<file path="config.mk">
export PLATFORM = sky130hd
export DESIGN_NAME = ifu_pc
export DESIGN_NICKNAME = d
export VERILOG_FILES = /design/src/rtl/ifu_pc.sv
export SDC_FILE = /design/constraint.sdc
export NUM_CORES = 1
export LEC_CHECK = 0
export BUFFER_PORTS_ARGS = -buffer_cell sky130_fd_sc_hd__clkbuf_2
export CORE_UTILIZATION = 35
export CTS_CLUSTER_DIAMETER = 50
export DETAILED_ROUTE_END_ITERATION = 16
export PLACE_DENSITY_LB_ADDON = 0.12
export SYNTH_ARGS = -nofsm -noshare
export SYNTH_HDL_FRONTEND = slang
export SYNTH_SLANG_ARGS = --single-unit
</file>
<file path="constraint.sdc">
create_clock -name clk -period 3.94 [get_ports clk]
set_clock_uncertainty 0.05 [all_clocks]
set_input_delay 0.394 -clock clk [delete_from_list [all_inputs] [get_ports clk]]
set_output_delay 0.394 -clock clk [all_outputs]
set_load 0.02 [all_outputs]
</file>
<file path="src/rtl/ifu_pc.sv">
// Fetch program counter with a one-deep branch-redirect latch for stalled fetch.
// Optional macro IFU_RANGE_CHECK_EN adds an address-window check to exccode_pc.
module ifu_pc #(
  parameter logic [31:0] RESET_PC   = 32'h0000_3000,
  parameter logic [31:0] HANDLER_PC = 32'h0000_4180
) (
  input  logic        clk,
  input  logic        reset,
  input  logic        en,
  input  logic        br_taken,
  input  logic [31:0] br_target,
  input  logic        exc_flush,
  input  logic        eret,
  input  logic [31:0] epc,
  output logic [31:0] pc,
  output logic [4:0]  exccode_pc,
  output logic        redir_pending
);

  localparam int unsigned XLEN     = 32;
  localparam logic [4:0]  EXC_NONE = 5'd0;
  localparam logic [4:0]  EXC_ADEL = 5'd4;
`ifdef IFU_RANGE_CHECK_EN
  localparam logic [XLEN-1:0] RANGE_LO = 32'h0000_3000;
  localparam logic [XLEN-1:0] RANGE_HI = 32'h0000_6FFC;
`endif

  typedef enum logic {RUN = 1'b0, HOLD = 1'b1} state_e;

  state_e          state_q, state_d;
  logic [XLEN-1:0] pc_q, pc_d;
  logic [XLEN-1:0] tgt_q, tgt_d;
  logic            bad_addr;

  // State register
  always_ff @(posedge clk or posedge reset) begin
    if (reset) begin
      state_q <= RUN;
      pc_q    <= RESET_PC;
      tgt_q   <= '0;
    end else begin
      state_q <= state_d;
      pc_q    <= pc_d;
      tgt_q   <= tgt_d;
    end
  end

  // Next state: flush/eret override everything and drop any pending redirect
  always_comb begin
    state_d = state_q;
    tgt_d   = tgt_q;
    pc_d    = pc_q;
    if (exc_flush) begin
      state_d = RUN;
      tgt_d   = '0;
      pc_d    = HANDLER_PC;
    end else if (eret) begin
      state_d = RUN;
      tgt_d   = '0;
      pc_d    = epc;
    end else begin
      unique case (state_q)
        RUN: begin
          if (en) begin
            pc_d = br_taken ? br_target : pc_q + XLEN'(4);
          end else if (br_taken) begin
            state_d = HOLD;
            tgt_d   = br_target;
          end
        end
        HOLD: begin
          // Later br_taken pulses are ignored until the held target is consumed
          if (en) begin
            state_d = RUN;
            tgt_d   = '0;
            pc_d    = tgt_q;
          end
        end
        default: state_d = RUN;
      endcase
    end
  end

  // Outputs
  always_comb begin
    redir_pending = (state_q == HOLD);
    bad_addr      = (pc_q[1:0] != 2'b00);
`ifdef IFU_RANGE_CHECK_EN
    bad_addr      = bad_addr || (pc_q < RANGE_LO) || (pc_q > RANGE_HI);
`endif
    exccode_pc    = bad_addr ? EXC_ADEL : EXC_NONE;
  end

  assign pc = pc_q;

endmodule

</file>
# Word-level counts from Yosys, hierarchy flattened
# Index checks and enable logic that the tools add are counted.
# totals
regBits,65
inputBits,70
wordCells,31
out_inout_bits,38
# classes
eq_ne,4
bitwise,1
reduce_logical,3
mux,19
add_sub_neg,1
# ops
cell,count
2-to-1 mux 32 bit,10
case mux 32 bit (2 select lines),2
"adder 32 x 3 -> 32 bit, second input constant",1
"!= test 4 bit, second input constant",4
2-to-1 mux 1 bit,5
2-to-1 mux 3 bit,1
AND reduction 3 bit,1
case mux 1 bit (2 select lines),1
AND reduction 2 bit,1
nonzero test 2 bit,1
NOT 1 bit,1

# Longest topological paths before layout
# depth
ltp_word,6
mapped_depth,8
ltp_nobuf,6

# Worst setup path after synthesis
# Ideal clock, no wire load.
# synth_path
path_type,register to register
startpoint,"register pc_q[2], in the netlist pc[2]"
endpoint,"register pc_q[28], in the netlist pc[28]"
period_less_slack_ps,2170
setup_slack_ps,1770
setup_time_ps,126
arrival_time_ps,1994
stages_incl_launch_ff,7
required_ps,3764
path_buffers,0
path_cell_list,dfrtp_1 ha_1 nand4_2 nor4_4 nand3_1 and4_1 a221o_1
# synth_between
elab_chain_len,6
# synth_rtl
element,line_no,source
"start, declared",31,"logic [XLEN-1:0] pc_q, pc_d;"
"start signal, assigned",43,pc_q <= pc_d;
adder 32 x 3 -> 32 bit,65,pc_d = br_taken ? br_target : pc_q + XLEN'(4);
2-to-1 mux 32 bit,65,
2-to-1 mux 32 bit,64,if (en) begin
case mux 32 bit (2 select lines),62,unique case (state_q)
2-to-1 mux 32 bit,57,end else if (eret) begin
2-to-1 mux 32 bit,53,if (exc_flush) begin
# Every way passes these cells. The select of a mux whose other input is x is not followed.
# A chain may end at the register's enable or synchronous reset.

# Worst setup path in the final report
# layout_path
startpoint,"register pc_q[2], in the netlist pc[2]"
endpoint,"register pc_q[24], in the netlist pc[24]"
# Same word-level chain as after synthesis.

==> results.yml <==
die:
  core_um2: 11400
  starting_density_of_the_core_pct: 36.0
  die_x_um: 110
  row_count: 39
  floorplan.io_pins: 108
  die_h_um: 110
  design.die.area_um2: 12200
critical_path:
  worstPathRequired_ps: 4100
  reg2reg_to: "pc[24]"
  endpoint_kind: "register"
  critPathArrivalTime_ps: 2680
  timing.critical_path.fanout_max: 8
  setup.worst_path.start_class: "register"
  rr_worst_depth: 6
  critical_path_class: "reg -> reg"
  r2r_start: "pc[2]"
  r2r_slack_ps: 1420
finish:
  area_growth_pct: 22.1
  antenna-diode-count: 0
  most_common_cell_after_layout_fill_and_taps_aside: "sky130_fd_sc_hd__nand2_1"
  design.final.nets: 668
  most-common-layout-cells: "106 x sky130_fd_sc_hd__nand2_1, 103 x sky130_fd_sc_hd__clkbuf_2, 63 x sky130_fd_sc_hd__dfrtp_1"
  fin_cells: 744
  post-route-cell-area_um2: 5020
  layout-drive-gt1-share_pct: 24.3
place:
  number_of_cells_after_detailed_placement: 729
  place.port_buffers: 103
  postPlaceCellArea_um2: 4710
  post-dp-hpwl_um: 9730
  routabilityCongestion: 0.807
yosys:
  synth_top_area_cell: "sky130_fd_sc_hd__dfrtp_1"
  synth_sequential_area_ratio_pct: 39.6
  async_reset_ff_share_pct: 100
  post_synth_instance_area_um2: 4120
  synth-seq-cells: 65
  yosysUniqueCellTypes: 63
  yosys.area.top_type_share_pct: 38.3
  synth_enable_flop_cells: 0
  synth.yosys.warnings: 0
  synth_top_cells_by_area: "sky130_fd_sc_hd__dfrtp_1 38%, sky130_fd_sc_hd__nand2_1 9.7%, sky130_fd_sc_hd__nand3_1 6.4%"
  synth_area_per_cell_um2: 8.02
  synth_flop_cell: "sky130_fd_sc_hd__dfrtp_1"
  synthesis.instances: 513
drt:
  average_wire_per_standard_cell_um: 19.3
  avgViaCountPerCell: 5.84
  drt_iter0_markers: 308
  routed_wl_um: 14300
  drc_errors: 0
  num_vias: 4344
  dr.pass1.iters: 6
  route.antenna.remaining_nets: 0
timing:
  finalCriticalPeriod_ps: 2520
  final.hold.worst_slack_ps: 235
  fin_tns_setup_ps: 0
  drv_slew: 0
  timing.final.crit_share_pct: 64.0
  grt_setup_unrepaired: "false"
  fmaxAchievable_ghz: 0.397
  actual_slew_at_the_worst_max_slew_pin_ps: 889
  setup_viol_count_final: 0
  timing.max_slew.rel_slack_pct: 40.7
  finalHoldViolCount: 0
clock_network:
  clkTransAtPathRegs_ps: 60
  numClockSinks: 65
  ctsHtreeMaxLevel: 3
  cts-root-to-sink-buffers: 2
  numCtsBuffers: 9
  hold_buffers_post_cts: 0
  insertion_delay_ps: 340
  cts-resized-gates: 0
  clock-root-buffer: "sky130_fd_sc_hd__clkbuf_16"
  tritoncts_clock_tree: "yes"
  postCtsSetupRepairBufs: 0
global_routing:
  grt_antenna_before_repair: 0
  grt_first_pass_wirelength_um: 22700
  track_usage_pct: 23.7
  gr-total-overflow: 0
  grt_max_degree: 66
  first_global_vias: 4292
power_and_ir_drop:
  power_switching_share_pct: 29.3
  seq_power_share_pct: 39.6
  static-leakage-power_uw: 0.00242
  vdd_ir_drop_max_uv: 165
  p_comb_share_pct: 17.3
  cellPowerDensity_nw_per_um2: 392
  cell_internal_pwr_uw: 1390
  p_clk_share_pct: 43.1
  p_sw_uw: 577
outcome:
  outcome: "finished clean"
min_path:
  min_delay_src: "br_target[1]"
  whs_endpoint: "tgt_q[1]"
  hp-class: "in -> reg"
  whs_path_depth: 3
flow_run:
  timing.max_cap.violations: 0
power by group through the flow:
| stage | Combinational, µW | Clock [µW] | Sequential [µW] |
|---|---|---|---|
| after floorplan | 188 | 0 | 805 |
| after global placement | 336 | 0 | 789 |
| after detailed placement | 340 | 0 | 791 |
| after CTS | 341 | 857 | 780 |
| after global routing | 373 | 888 | 788 |
| final | 340 | 849 | 781 |
Yosys cell counts, types with 5 or more instances:
library cell	n
sky130_fd_sc_hd__nor2_1	19
sky130_fd_sc_hd__mux2i_1	6
sky130_fd_sc_hd__o22ai_1	8
sky130_fd_sc_hd__nor3_1	11
sky130_fd_sc_hd__a21o_1	8
sky130_fd_sc_hd__nand4_1	7
sky130_fd_sc_hd__dfrtp_1	63
sky130_fd_sc_hd__and4_1	5
sky130_fd_sc_hd__o21ai_0	41
sky130_fd_sc_hd__a21oi_1	28
sky130_fd_sc_hd__buf_4	5
sky130_fd_sc_hd__and3_1	9
sky130_fd_sc_hd__inv_1	5
sky130_fd_sc_hd__o221ai_1	6
sky130_fd_sc_hd__nor4_1	5
sky130_fd_sc_hd__nand3_1	53
sky130_fd_sc_hd__a22o_1	8
sky130_fd_sc_hd__clkbuf_1	24
sky130_fd_sc_hd__o211ai_1	5
sky130_fd_sc_hd__nand2_1	106
sky130_fd_sc_hd__a211oi_1	7
sky130_fd_sc_hd__buf_2	8
cell families after synthesis:
logic type                 after synthesis  synth area share [%]
muxes                                    6                  1.46
and+or+nand+nor                        243                  29.7
adders and majority gates                1                 0.304
buffers and inverters                   49                  5.20
xor gates and xnor gates                 4                 0.851
AOI/OAI and AO/OA                      144                  22.8
other                                    1                0.0911
DFF                                     65                  39.6
critical path, cell delays in order, from the launching register on:
cell and delay, ps:
sky130_fd_sc_hd__dfrtp_1 520, sky130_fd_sc_hd__ha_1 320, sky130_fd_sc_hd__nand4_2 220, sky130_fd_sc_hd__nor4_2 590, sky130_fd_sc_hd__nand3_1 180, sky130_fd_sc_hd__and4_1 240
sky130_fd_sc_hd__a221o_1 270
flip-flops by register name (all words and copies together), names as in the netlist:
register / flops
pc: 32
tgt_q: 32
redir_pending: 1
worst max path at each step:
stage	depth (start not counted)	to	slack, ps	start
5_1_grt	6	pc[24]	1310	pc[2]
3_3_place_gp	5	pc[11]	1480	eret
3_5_place_dp	5	pc[26]	1430	eret
4_1_cts	6	pc[28]	1460	pc[2]
6_report	6	pc[24]	1420	pc[2]
2_1_floorplan	6	pc[28]	1770	pc[2]
layer usage:
metal | track usage, % | part of all wire [%] | vias to the layer above
li1 | - | - | 2046
met1 | 32.3 | 45 | 2105
met2 | 37.7 | 47 | 171
met3 | 3.29 | 6.0 | 22
met4 | 9.69 | 2.1 | 0
met5 | 0 | 0 | -
area by class of cell:
| class | count | area [µm²] |
|---|---|---|
| clock buffer | 13 | 280 |
| clock inverter | 2 | 35.0 |
| tap | 143 | 179 |
| inverter | 7 | 26.3 |
| timing repair buffer | 112 | 583 |
| sequential | 65 | 1630 |
| multi-input combinational | 402 | 2290 |
| fill | 1194 | 6390 |
stage by stage:
stage,setup slack [ps],power [µW],utilization [%]
global placement,1480,1120,41.2
finish,1420,1970,44.0
global route,1310,2050,44.0
floorplan,1770,993,-
CTS,1460,1980,44.0
detailed placement,1430,1130,41.2
Power figures use the tool's default switching activity.
